File: src/rtl/div_32_bit_seq.sv
// div_32_bit_seq: iterative signed divider for the multdiv unit.
// Restoring algorithm that produces one quotient bit per cycle. Each trial
// subtract is computed as rem + ~|B| + 1 on a two-block carry-select adder.
// Operands are sampled on a ctrl_div edge, and data_resultRDY pulses for one
// cycle when data_result and data_exception become valid. Both outputs then
// hold until the next ctrl_div.
// Optional feature: define DIV_REMAINDER_EN to export data_remainder. The
// remainder takes the sign of the dividend.
module div_32_bit_seq #(
  parameter int WIDTH = 32,
  parameter int CW    = 6
) (
  input  logic             clock,
  input  logic             reset_n,
  input  logic             ctrl_div,
  input  logic [WIDTH-1:0] data_operandA,
  input  logic [WIDTH-1:0] data_operandB,
  output logic [WIDTH-1:0] data_result,
  output logic             data_exception,
  output logic             data_resultRDY
`ifdef DIV_REMAINDER_EN
  ,
  output logic [WIDTH-1:0] data_remainder
`endif
);

  localparam int H = WIDTH / 2;
  localparam logic [WIDTH-1:0] MIN_NEG = {1'b1, {(WIDTH-1){1'b0}}};

  typedef enum logic [1:0] {
    IDLE = 2'd0,
    RUN  = 2'd1,
    DONE = 2'd2
  } state_e;

  state_e           state_q, state_d;
  logic [CW-1:0]    cnt_q, cnt_d;
  logic [WIDTH-1:0] rem_q, rem_d;          // partial remainder
  logic [WIDTH-1:0] quo_q, quo_d;          // dividend shifting out, quotient shifting in
  logic [WIDTH-1:0] b_abs_q, b_abs_d;
  logic             sign_q, sign_d;        // quotient sign
  logic             a_neg_q, a_neg_d;      // remainder sign
  logic             dbz_q, dbz_d;
  logic             ovf_q, ovf_d;
  logic [WIDTH-1:0] result_q, result_d;
  logic             exc_q, exc_d;
  logic             rdy_q, rdy_d;
  logic [WIDTH-1:0] rem_out_q, rem_out_d;

  // Trial-subtract operands and results.
  logic [WIDTH-1:0] rem_shift;
  logic [WIDTH-1:0] b_inv;
  logic [WIDTH-1:0] trial;
  logic             trial_cout;
  logic [H-1:0]     lo_sum;
  logic             lo_cout;
  logic [H:0]       hi_c0, hi_c1;

  assign rem_shift = {rem_q[WIDTH-2:0], quo_q[WIDTH-1]};
  assign b_inv     = ~b_abs_q;

  // Carry-select trial subtract. The upper half is computed for both carry-in
  // values and selected by the lower half's carry. Cout=1 means no borrow.
  always_comb begin
    {lo_cout, lo_sum} = {1'b0, rem_shift[H-1:0]} + {1'b0, b_inv[H-1:0]} + (H+1)'(1);
    hi_c0 = {1'b0, rem_shift[WIDTH-1:H]} + {1'b0, b_inv[WIDTH-1:H]};
    hi_c1 = {1'b0, rem_shift[WIDTH-1:H]} + {1'b0, b_inv[WIDTH-1:H]} + (H+1)'(1);
    trial      = {(lo_cout ? hi_c1[H-1:0] : hi_c0[H-1:0]), lo_sum};
    trial_cout = lo_cout ? hi_c1[H] : hi_c0[H];
  end

  // Next-state logic. A ctrl_div pulse in any state restarts the divider.
  // NOTE: every variable gets a default first, so no path can infer a latch.
  always_comb begin
    state_d = state_q;
    if (ctrl_div) begin
      state_d = (data_operandB == '0) ? DONE : RUN;
    end else begin
      case (state_q)
        IDLE:    state_d = IDLE;
        RUN:     if (cnt_q == CW'(WIDTH-1)) state_d = DONE;
        DONE:    state_d = IDLE;
        default: state_d = IDLE;
      endcase
    end
  end

  // Datapath next values: operand capture, one restoring step, and sign fix.
  always_comb begin
    cnt_d     = cnt_q;
    rem_d     = rem_q;
    quo_d     = quo_q;
    b_abs_d   = b_abs_q;
    sign_d    = sign_q;
    a_neg_d   = a_neg_q;
    dbz_d     = dbz_q;
    ovf_d     = ovf_q;
    result_d  = result_q;
    exc_d     = exc_q;
    rdy_d     = 1'b0;
    rem_out_d = rem_out_q;
    if (ctrl_div) begin
      a_neg_d   = data_operandA[WIDTH-1];
      sign_d    = data_operandA[WIDTH-1] ^ data_operandB[WIDTH-1];
      quo_d     = data_operandA[WIDTH-1] ? (~data_operandA + WIDTH'(1)) : data_operandA;
      b_abs_d   = data_operandB[WIDTH-1] ? (~data_operandB + WIDTH'(1)) : data_operandB;
      rem_d     = '0;
      cnt_d     = '0;
      dbz_d     = (data_operandB == '0);
      ovf_d     = (data_operandA == MIN_NEG) && (data_operandB == '1);
      result_d  = '0;
      exc_d     = 1'b0;
      rem_out_d = '0;
    end else begin
      case (state_q)
        RUN: begin
          rem_d = trial_cout ? trial : rem_shift;
          quo_d = {quo_q[WIDTH-2:0], trial_cout};
          cnt_d = cnt_q + CW'(1);
        end
        DONE: begin
          rdy_d = 1'b1;
          exc_d = dbz_q | ovf_q;
          if (dbz_q) begin
            result_d = '0;
          end else begin
            // The overflow case produces quo = 0x8000_0000 with positive sign.
            result_d = sign_q ? (~quo_q + WIDTH'(1)) : quo_q;
          end
          if (dbz_q || ovf_q) begin
            rem_out_d = '0;
          end else begin
            rem_out_d = a_neg_q ? (~rem_q + WIDTH'(1)) : rem_q;
          end
        end
        default: ;
      endcase
    end
  end

  // FSM state register.
  // NOTE: sequential blocks use non-blocking assignments only, so every flop
  // samples values from before the edge.
  always_ff @(posedge clock or negedge reset_n) begin
    if (!reset_n) state_q <= IDLE;
    else          state_q <= state_d;
  end

  // Datapath and output registers.
  // NOTE: this design holds only a few registers and no memory array, so every
  // register is reset. A mid-operation reset therefore leaves nothing stale.
  always_ff @(posedge clock or negedge reset_n) begin
    if (!reset_n) begin
      cnt_q     <= '0;
      rem_q     <= '0;
      quo_q     <= '0;
      b_abs_q   <= '0;
      sign_q    <= 1'b0;
      a_neg_q   <= 1'b0;
      dbz_q     <= 1'b0;
      ovf_q     <= 1'b0;
      result_q  <= '0;
      exc_q     <= 1'b0;
      rdy_q     <= 1'b0;
      rem_out_q <= '0;
    end else begin
      cnt_q     <= cnt_d;
      rem_q     <= rem_d;
      quo_q     <= quo_d;
      b_abs_q   <= b_abs_d;
      sign_q    <= sign_d;
      a_neg_q   <= a_neg_d;
      dbz_q     <= dbz_d;
      ovf_q     <= ovf_d;
      result_q  <= result_d;
      exc_q     <= exc_d;
      rdy_q     <= rdy_d;
      rem_out_q <= rem_out_d;
    end
  end

  assign data_result    = result_q;
  assign data_exception = exc_q;
  assign data_resultRDY = rdy_q;
`ifdef DIV_REMAINDER_EN
  assign data_remainder = rem_out_q;
`else
  // Without the export, the signed remainder register has no load.
  logic unused_rem;
  assign unused_rem = ^rem_out_q;
`endif

endmodule

File: config.mk
export PLATFORM = sky130hd
export DESIGN_NAME = div_32_bit_seq
export DESIGN_NICKNAME = d
export VERILOG_FILES = /design/src/rtl/div_32_bit_seq.sv
export SDC_FILE = /design/constraint.sdc
export NUM_CORES = 1
export LEC_CHECK = 0
export ABC_AREA = 1
export CORE_ASPECT_RATIO = 0.8
export CORE_UTILIZATION = 64
export DETAILED_ROUTE_END_ITERATION = 7
export HOLD_SLACK_MARGIN = 0.12
export PLACE_DENSITY = 0.88
export SYNTH_ARGS = -nofsm -noshare
export SYNTH_HDL_FRONTEND = slang
export SYNTH_SLANG_ARGS = --single-unit
File: constraint.sdc
create_clock -name clock -period 4 [get_ports clock]
set_input_delay 0.6 -clock clock [delete_from_list [all_inputs] [get_ports clock]]
set_output_delay 0.6 -clock clock [all_outputs]
set_load 0.02 [all_outputs]
Word level (Yosys, flattened, before mapping)
Index checks and enable logic that the tools add are counted.

Register bits after elaboration: 140. Bits in writable memories: 0. Memories: 0. Logic and storage cells: 58. ROM bits: 0. Bits in latches: 0. Input bits: 67.

Equal/unequal tests: 6. Shifts and indexed selects: 0. Divide/modulo/power cells: 0. Multiply operators: 0. Add/subtract/negate cells: 8. Muxes and demuxes: 23. Reduce and logical (&&, ||, !) cells: 4. Bitwise operators: 6. $lt $le $gt $ge: 0.

Operators with widths (count): 2-to-1 mux 32 bit (8); inverter 32 bit (4); adder 32 x 1 -> 32 bit (second input constant) (3); 2-to-1 mux 31 bit (3); equality test 32 bit (second input constant) (2); adder 16 x 16 -> 17 bit (2); adder 17 x 1 -> 17 bit (second input constant) (2); logical NOT 32 bit (1); 2-to-1 mux 15 bit (1); 2-to-1 mux 6 bit (2); 2-to-1 mux 2 bit (4); adder 6 x 1 -> 6 bit (second input constant) (1); equality test 6 x 5 -> 1 bit (second input constant) (1); 2-to-1 mux 1 bit (5); nonzero test 2 bit (2); != test 3 bit (second input constant) (1); equality test 2 x 1 -> 1 bit (second input constant) (1); equality test 2 bit (second input constant) (1); logical AND 1 bit (1); bitwise OR 1 bit (1); bitwise XOR 1 bit (1).

Logic depth before layout (Yosys ltp)
Gate-level depths: netlist of run 1.

Depth after elaboration: 7. Depth in mapped cells: 20. Depth with buffers taken out: 19.

Least setup slack after synthesis of run 1
Ideal clock, no wire load.

Kind: register to register. Start point: register rem_q[15]. End point: register rem_q[3]. Cell stages (with the launch flop): 18. Buffers on the path: 1. Slack: 1.364 ns. Period minus slack after synthesis: 2.636 ns. Library setup time: 0.117 ns. Arrival time: 2.520 ns. Required time: 3.883 ns. Cells stage by stage: dfrtp_1 -> ha_1 -> fa_1 -> ha_1 -> inv_1 -> nor2_2 -> nand3_2 -> nor2_4 -> nand2_2 -> nor2_4 -> nand3_2 -> nor2_4 -> nand3_4 -> nand2_8 -> buf_12 -> nand2_4 -> nand3_2 -> nand2_1.

Cells in the longest elaborated chain, start to end: 6.

Ends and longest elaborated chain: start: declaration (RTL line 38) `logic [WIDTH-1:0] rem_q, rem_d;`; start signal: assignment (RTL line 168) `rem_q <= rem_d;`; adder 16 x 16 -> 17 bit * (RTL line 66, 67); adder 17 x 1 -> 17 bit (RTL line 67) `hi_c1 = {1'b0, rem_shift[WIDTH-1:H]} + {1'b0, b_inv[WIDTH-1:H]} + (H+1)'(1);`; 2-to-1 mux 1 bit * (RTL line 69) `trial_cout = lo_cout ? hi_c1[H] : hi_c0[H];`; 2-to-1 mux 31 bit * (RTL line 117) `rem_d = trial_cout ? trial : rem_shift;`; 2-to-1 mux 31 bit * (RTL line 115) `case (state_q)`; 2-to-1 mux 31 bit * (RTL line 102) `if (ctrl_div) begin`.

Mark *: on every way between the ends. The rest lies on a longest branch, timed or not. The select of a mux whose other input is x is not followed. A chain may end at the register's enable or synchronous reset.

Final worst setup path of run 1
Start point: register rem_q[15]. End point: register rem_q[15].

Same word-level chain as after synthesis.

==> results of run 1 <==
==> through the flow <==
step	hold WS, ns	area [um2]	setup slack [ns]	instances	power, W
2_1_floorplan	0.3044	11040	1.364	1566	0.002247
3_3_place_gp	0.4628	12170	0.9257	1848	0.002557
3_5_place_dp	0.4648	12170	0.7833	1848	0.002584
4_1_cts	0.3203	12770	0.8773	1880	0.004192
5_1_grt	0.3634	12770	0.6627	1880	0.004392
6_report	0.2812	12770	0.8772	1880	0.004212
==> layout by cell type (no fill, tap or decap), types with 3 or more instances in the layout <==
cell	Yosys	routed
o211ai_1	5	5
o31ai_1	4	4
nand2_1	409	409
inv_2	8	9
nand3_2	36	36
nand3b_1	6	6
inv_8	0	5
o22ai_1	4	4
inv_1	209	208
ha_1	38	38
clkdlybuf4s50_1	0	98
nand3_1	118	118
nand2_4	31	31
o21ai_0	112	112
nor2_1	111	109
nand2_2	21	21
nor3_1	30	29
buf_4	1	13
a21oi_1	65	65
nor4_1	11	11
nor3_2	4	5
clkbuf_16	0	17
inv_6	0	4
nand4_1	24	24
dfrtp_1	140	140
o21ai_1	3	3
nor2_2	6	6
nor2_4	6	8
a31oi_1	4	4
xnor2_1	21	21
xor2_1	33	33
o221ai_1	24	24
and2_1	3	3
==> area by class of cell <==
cell class	instances	area, um2	area share
clock buffer	17	425.4	0.03332
clock inverter	15	170.2	0.01333
inverter	219	822.0	0.06439
multi-input combinational	1154	6436	0.5041
sequential	140	3503	0.2744
tap	220	275.3	0.02156
timing repair buffer	115	1135	0.08889
==> logic make-up (layout without fill, tap and decap cells) <==
logic type      Yosys count  in the layout  synth area share
simple gates            823            823            0.3683
flops                   140            140            0.3175
mux                       1              1         0.0009071
xor+xnor                 54             54           0.04286
buf+inv                 272            366            0.1011
fa+ha+maj                40             40           0.04671
compound gates          236            236            0.1227
==> where the power goes <==
| group | switching (W) | internal (W) | total (W) |
|---|---|---|---|
| combinational | 0.000643 | 0.000330 | 0.000973 |
| clock | 0.000728 | 0.000891 | 0.00162 |
| sequential | 0.000100 | 0.00152 | 0.00162 |
==> registers in the layout, summed over array words and instances, names as in the netlist, 2 cells and up <==
register and count:
b_abs_q 32, data_result 32, quo_q 32, rem_q 31
cnt_q 6, state_q 2
==> cell usage after synthesis (3+ instances only) <==
cell      instances  area (um2)
a21oi_1          65       325.3
buf_1             5       18.77
nor4_1           11       68.82
nor3_2            4       40.04
o31ai_1           4       30.03
buf_2             4       20.02
nand2_2          21       131.4
o211ai_1          5       37.54
xor2_1           33       289.0
nand2_4          31       349.1
nand2_1         409        1535
buf_6             4       45.04
o21ai_1           3       15.01
clkbuf_1         34       127.6
o22ai_1           4       25.02
buf_12            3       60.06
nand3_2          36       360.4
o221ai_1         24       210.2
a31oi_1           4       25.02
nor2_1          111       416.7
xnor2_1          21       183.9
nand4_1          24       150.1
nand3_1         118       590.6
inv_1           209       784.5
nor2_2            6       37.54
and2_1            3       18.77
dfrtp_1         140        3503
nand3b_1          6       45.04
o21ai_0         112       560.5
nor3_1           30       150.1
inv_2             8       30.03
ha_1             38       475.5
nor2_4            6       67.56
==> per-layer routing <==
metal  routed length (um)  global-route usage  vias to the layer above
met5                    0                   0                        -
li1                     -                   -                     5274
met3                 3201             0.07395                       65
met4                  680              0.1161                        0
met2                13830              0.5529                      598
met1                13620              0.5194                     5139
==> worst max path at each step <==
| stage | startpoint | to | slack, ns | cells after the start |
|---|---|---|---|---|
| after floorplan | rem_q[15]$_DFFE_PN0P_ | rem_q[3]$_DFFE_PN0P_ | 1.36 | 17 |
| after global placement | data_operandA[0] | quo_q[28]$_DFFE_PN0P_ | 0.93 | 14 |
| after detailed placement | data_operandA[0] | quo_q[28]$_DFFE_PN0P_ | 0.78 | 14 |
| after CTS | rem_q[15]$_DFFE_PN0P_ | rem_q[21]$_DFFE_PN0P_ | 0.88 | 17 |
| after global routing | quo_q[31]$_DFFE_PN0P_ | rem_q[4]$_DFFE_PN0P_ | 0.66 | 16 |
| final | rem_q[15]$_DFFE_PN0P_ | rem_q[15]$_DFFE_PN0P_ | 0.88 | 17 |
==> impl_metrics.env, run 1 <==
export IMPL_final_setup_viol_count=0
export IMPL_rows=42
export IMPL_synthDistinctLibCells=53
export IMPL_ys_ff_latch=140
export IMPL_worstPathCellList="ha_1 -> fa_1 -> ha_1 -> inv_1 -> nor2_2 -> nand3_2 -> nor2_4 -> nand2_2 -> nor2_4 -> nand3_2 -> nor2_4 -> nand3_4 -> nand2_8 -> buf_12 -> nand2_4 -> nand3_2 -> nand2_1"
export IMPL_clk_latency_ns=0.44
export IMPL_viasPerCell=5.891
export IMPL_wl_per_cell_um=16.67
export IMPL_endpoint_kind="register"
export IMPL_core_area_um2=16710
export IMPL_r2r_end="rem_q[15]$_DFFE_PN0P_"
export IMPL_path_buf_inv=2
export IMPL_clockBufferDepth=2
export IMPL_reg2reg_slack_ns=0.88
export IMPL_cts_setup_buffers=0
export IMPL_layout_min_cycle_time_ns=3.123
export IMPL_syn_area_per_cell_um2=7.047
export IMPL_grt_pass1_wl_mm=51.20
export IMPL_r2r_start="rem_q[15]$_DFFE_PN0P_"
export IMPL_start_util=0.6604
export IMPL_antenna_found_initial=0
export IMPL_cts_buffers=17
export IMPL_cts_htree_levels=4
export IMPL_irDropWorstVdd_mv=0.2970
export IMPL_slowest_stage="fa_1"
export IMPL_drtIter0Drc=1185
export IMPL_path_clk_slew_ns=0.07
export IMPL_nNetsFinal=1754
export IMPL_hold_buffers=0
export IMPL_gp_congestion=0.9868
export IMPL_yosysWarnings=0
export IMPL_drc=0
export IMPL_synth_ff_type="dfrtp_1"
export IMPL_synth_fp_nets=1673
export IMPL_cp_slowest_stage_delay_ns=0.54
export IMPL_hold_viol=0
export IMPL_path_delay_family="simple AND/OR/NAND/NOR gates"
export IMPL_min_path_type="in2async"
export IMPL_grt_pass1_vias=10260
export IMPL_fin_worst_skew_ns=0.01284
export IMPL_fp_dieW_um=148.8
export IMPL_yosysSeqAreaShare=0.3175
export IMPL_drtAntennaViolNets=0
export IMPL_rsz0062_at_grt="no"
export IMPL_cts_sinks=140
export IMPL_crit_arrival_ns=3.44
export IMPL_vias=11080
export IMPL_fillCellCount=1292
export IMPL_wirelength_mm=31.33
export IMPL_area_growth_pct=15.69
export IMPL_p_leak_nw=6.474
export IMPL_syn_cell_area_um2=11040
export IMPL_worstMarginPinSlew_ns=1.140
export IMPL_rr_worst_depth=17
export IMPL_dieHeight_um=119.5
export IMPL_drv_cap=0
export IMPL_path_class="reg2reg"
export IMPL_grt_usage=0.3644
export IMPL_status="completed"
export IMPL_critPathMaxFanout=22
export IMPL_power_density_nw_per_um2=329.9
export IMPL_dp_hpwl_mm=22.72
export IMPL_fmax_mhz=320.2
export IMPL_slew_viol_final=0
export IMPL_setup_tns_ns=0
export IMPL_diodes=0
export IMPL_io_pins=101
export IMPL_dr_pass1_iters=6
export IMPL_final_util=0.7640
export IMPL_dieArea_um2=17780
export IMPL_grt_max_degree=94
export IMPL_cts_resized_gates=0
export IMPL_synth_edf_count=0
export IMPL_overflow=0
export IMPL_relSlewSlack=0.2389
export IMPL_cts_root_buffer="clkbuf_16"
export IMPL_fin_crit_sh=0.7807
export IMPL_critPathLaunchType="register"
export IMPL_required_ns=4.31
export IMPL_async_reset_ff_frac=1.000
export IMPL_synth_cells=1566
export IMPL_port_buffers=100
export IMPL_drive_gt1_frac=0.1054
export IMPL_cts_tree="built"
Power figures use the tool's default switching activity.
==> run 2, diff against run 1 <==
--- a/config.mk
+++ b/config.mk
@@ -7,10 +7,10 @@
 export LEC_CHECK = 0
 export ABC_AREA = 1
 export CORE_ASPECT_RATIO = 0.8
-export CORE_UTILIZATION = 64
+export CORE_UTILIZATION = 54
 export DETAILED_ROUTE_END_ITERATION = 7
 export HOLD_SLACK_MARGIN = 0.12
-export PLACE_DENSITY = 0.88
+export PLACE_DENSITY = 0.79
 export SYNTH_ARGS = -nofsm -noshare
 export SYNTH_HDL_FRONTEND = slang
 export SYNTH_SLANG_ARGS = --single-unit
==> constraint.sdc (replaced) <==
create_clock -name clock -period 2.5 [get_ports clock]
set_input_delay 0.375 -clock clock [delete_from_list [all_inputs] [get_ports clock]]
set_output_delay 0.375 -clock clock [all_outputs]
set_load 0.02 [all_outputs]
==> impl_metrics.env, run 2 (synthesized netlist as in run 1, its figures left out) <==
export IMPL_dieArea_um2=21020
export IMPL_endpoint_kind="register"
export IMPL_grt_max_degree=66
export IMPL_wirelength_mm=33.83
export IMPL_cp_slowest_stage_delay_ns=0.57
export IMPL_drtAntennaViolNets=0
export IMPL_final_setup_viol_count=32
export IMPL_gp_congestion=0.9797
export IMPL_clk_latency_ns=0.44
export IMPL_required_ns=2.82
export IMPL_diodes=0
export IMPL_critPathLaunchType="register"
export IMPL_viasPerCell=5.646
export IMPL_area_growth_pct=27.97
export IMPL_place_ws_ns=-0.3706
export IMPL_r2r_end="rem_q[8]$_DFFE_PN0P_"
export IMPL_cpMostUsedCell="nor2_4"
export IMPL_dieHeight_um=129.9
export IMPL_status="finished, violations left"
export IMPL_violations="setup timing"
export IMPL_fmax_mhz=352.7
export IMPL_fin_crit_sh=1.134
export IMPL_cts_sinks=140
export IMPL_critPathMaxFanout=6
export IMPL_cts_root_buffer="clkbuf_16"
export IMPL_dp_hpwl_mm=24.23
export IMPL_path_class="reg2reg"
export IMPL_cts_buffers=17
export IMPL_path_buf_inv=4
export IMPL_fin_worst_skew_ns=0.01132
export IMPL_port_buffers=100
export IMPL_vias=11590
export IMPL_final_common_cell="nand2_1"
export IMPL_drtIter0Drc=1158
export IMPL_slew_viol_final=0
export IMPL_clockBufferDepth=2
export IMPL_overflow=0
export IMPL_min_path_type="in2reg"
export IMPL_wl_per_cell_um=16.48
export IMPL_hp_start="data_operandB[0]"
export IMPL_reg2reg_slack_ns=-0.34
export IMPL_p_leak_nw=7.224
export IMPL_worstPathCellList="inv_1 -> ha_2 -> fa_2 -> ha_4 -> inv_4 -> nor2_4 -> nand3_2 -> nor2_4 -> nand2_2 -> nor2_4 -> nand3_2 -> nor2_4 -> nand3_4 -> nand2_8 -> buf_12 -> buf_12 -> nand2_4 -> nand3_2 -> nand2_1"
export IMPL_path_delay_family="simple AND/OR/NAND/NOR gates"
export IMPL_power_density_nw_per_um2=505.4
export IMPL_core_area_um2=19910
export IMPL_drv_cap=0
export IMPL_holdPathEnd="b_abs_q[0]$_DFFE_PN0P_"
export IMPL_final_util=0.7092
export IMPL_cts_tree="built"
export IMPL_relSlewSlack=0.2299
export IMPL_r2r_start="b_abs_q[16]$_DFFE_PN0P_"
export IMPL_rows=46
export IMPL_fin_ws_ns=-0.3351
export IMPL_antenna_found_initial=0
export IMPL_path_clk_slew_ns=0.07
export IMPL_start_util=0.5542
export IMPL_grt_pass1_vias=11030
export IMPL_crit_arrival_ns=3.16
export IMPL_fp_dieW_um=161.8
export IMPL_grt_pass1_wl_mm=54.48
export IMPL_io_pins=101
export IMPL_grt_usage=0.3282
export IMPL_hold_viol=0
export IMPL_drc=0
export IMPL_setup_tns_ns=-8.535
export IMPL_most_common_layout_cells="401 x nand2_1, 203 x inv_1, 140 x dfrtp_1"
export IMPL_rsz0062_at_grt="yes"
export IMPL_rr_worst_depth=19
export IMPL_cts_htree_levels=4
export IMPL_worstMarginPinSlew_ns=1.154
export IMPL_irDropWorstVdd_mv=0.3647
export IMPL_hold_depth=4
export IMPL_dr_pass1_iters=6
export IMPL_drive_gt1_frac=0.1913
export IMPL_layout_min_cycle_time_ns=2.835
export IMPL_nNetsFinal=1882
export IMPL_worst_hold_slack_ns=0.3370
export IMPL_cp_startpoint="b_abs_q[16]$_DFFE_PN0P_"
export IMPL_slowest_stage="fa_2"
-- run 2: worst min-delay path: cells and delay by family --
| kind | cells | cell delay [ns] |
|---|---|---|
| buffers and inverters | 3 | 0.30 |
| AO/OA/AOI/OAI | 1 | 0.06 |
-- run 2: layer usage --
| metal | global-route usage | wire [um] | up-vias |
|---|---|---|---|
| li1 | - | - | 5539 |
| met1 | 0.4410 | 14550 | 5436 |
| met2 | 0.5327 | 15530 | 533 |
| met3 | 0.05817 | 2812 | 77 |
| met4 | 0.1210 | 930 | 0 |
| met5 | 0 | 0 | - |
-- run 2: layout make-up --
cell class,instances,area (um2)
clock buffers,17,425.4
well taps,264,330.3
repair buffers,243,2187
fillers,1591,5792
inverters,219,824.5
flip-flops and latches,140,3503
multi-input cells,1154,6641
clock inverters,15,210.2
-- run 2: worst max-delay path by stage --
stage,end,cells after the start
6_report,rem_q[8]$_DFFE_PN0P_,19
5_1_grt,rem_q[0]$_DFFE_PN0P_,19
4_1_cts,rem_q[0]$_DFFE_PN0P_,19
3_5_place_dp,state_q[1]$_DFFE_PN0P_,13
3_3_place_gp,b_abs_q[26]$_DFFE_PN0P_,13
2_1_floorplan,rem_q[7]$_DFFE_PN0P_,17
-- run 2: metrics by stage --
step	std cells	power, W	instance area (um2)
after global placement	2000	0.004228	13080
after global routing	2052	0.007422	14120
after floorplan	1566	0.003596	11040
after detailed placement	2000	0.004270	13080
after CTS	2046	0.007062	13900
final	2052	0.007137	14120
-- run 2: power by group --
| group | internal [W] | leakage (nW) | switching, W | total (W) |
|---|---|---|---|---|
| clock | 0.00161 | 0.304 | 0.00116 | 0.00277 |
| sequential | 0.00243 | 1.83 | 0.000162 | 0.00259 |
| combinational | 0.000671 | 5.09 | 0.00110 | 0.00177 |
-- run 2: timing repair --
action	CTS	global route
buffers inserted	13	8
pin swaps	10	12
endpoints found under the hold margin	52	0
gates resized for setup	18	52
setup endpoints to repair	32	52
hold buffers	1	0
cloned	1	0
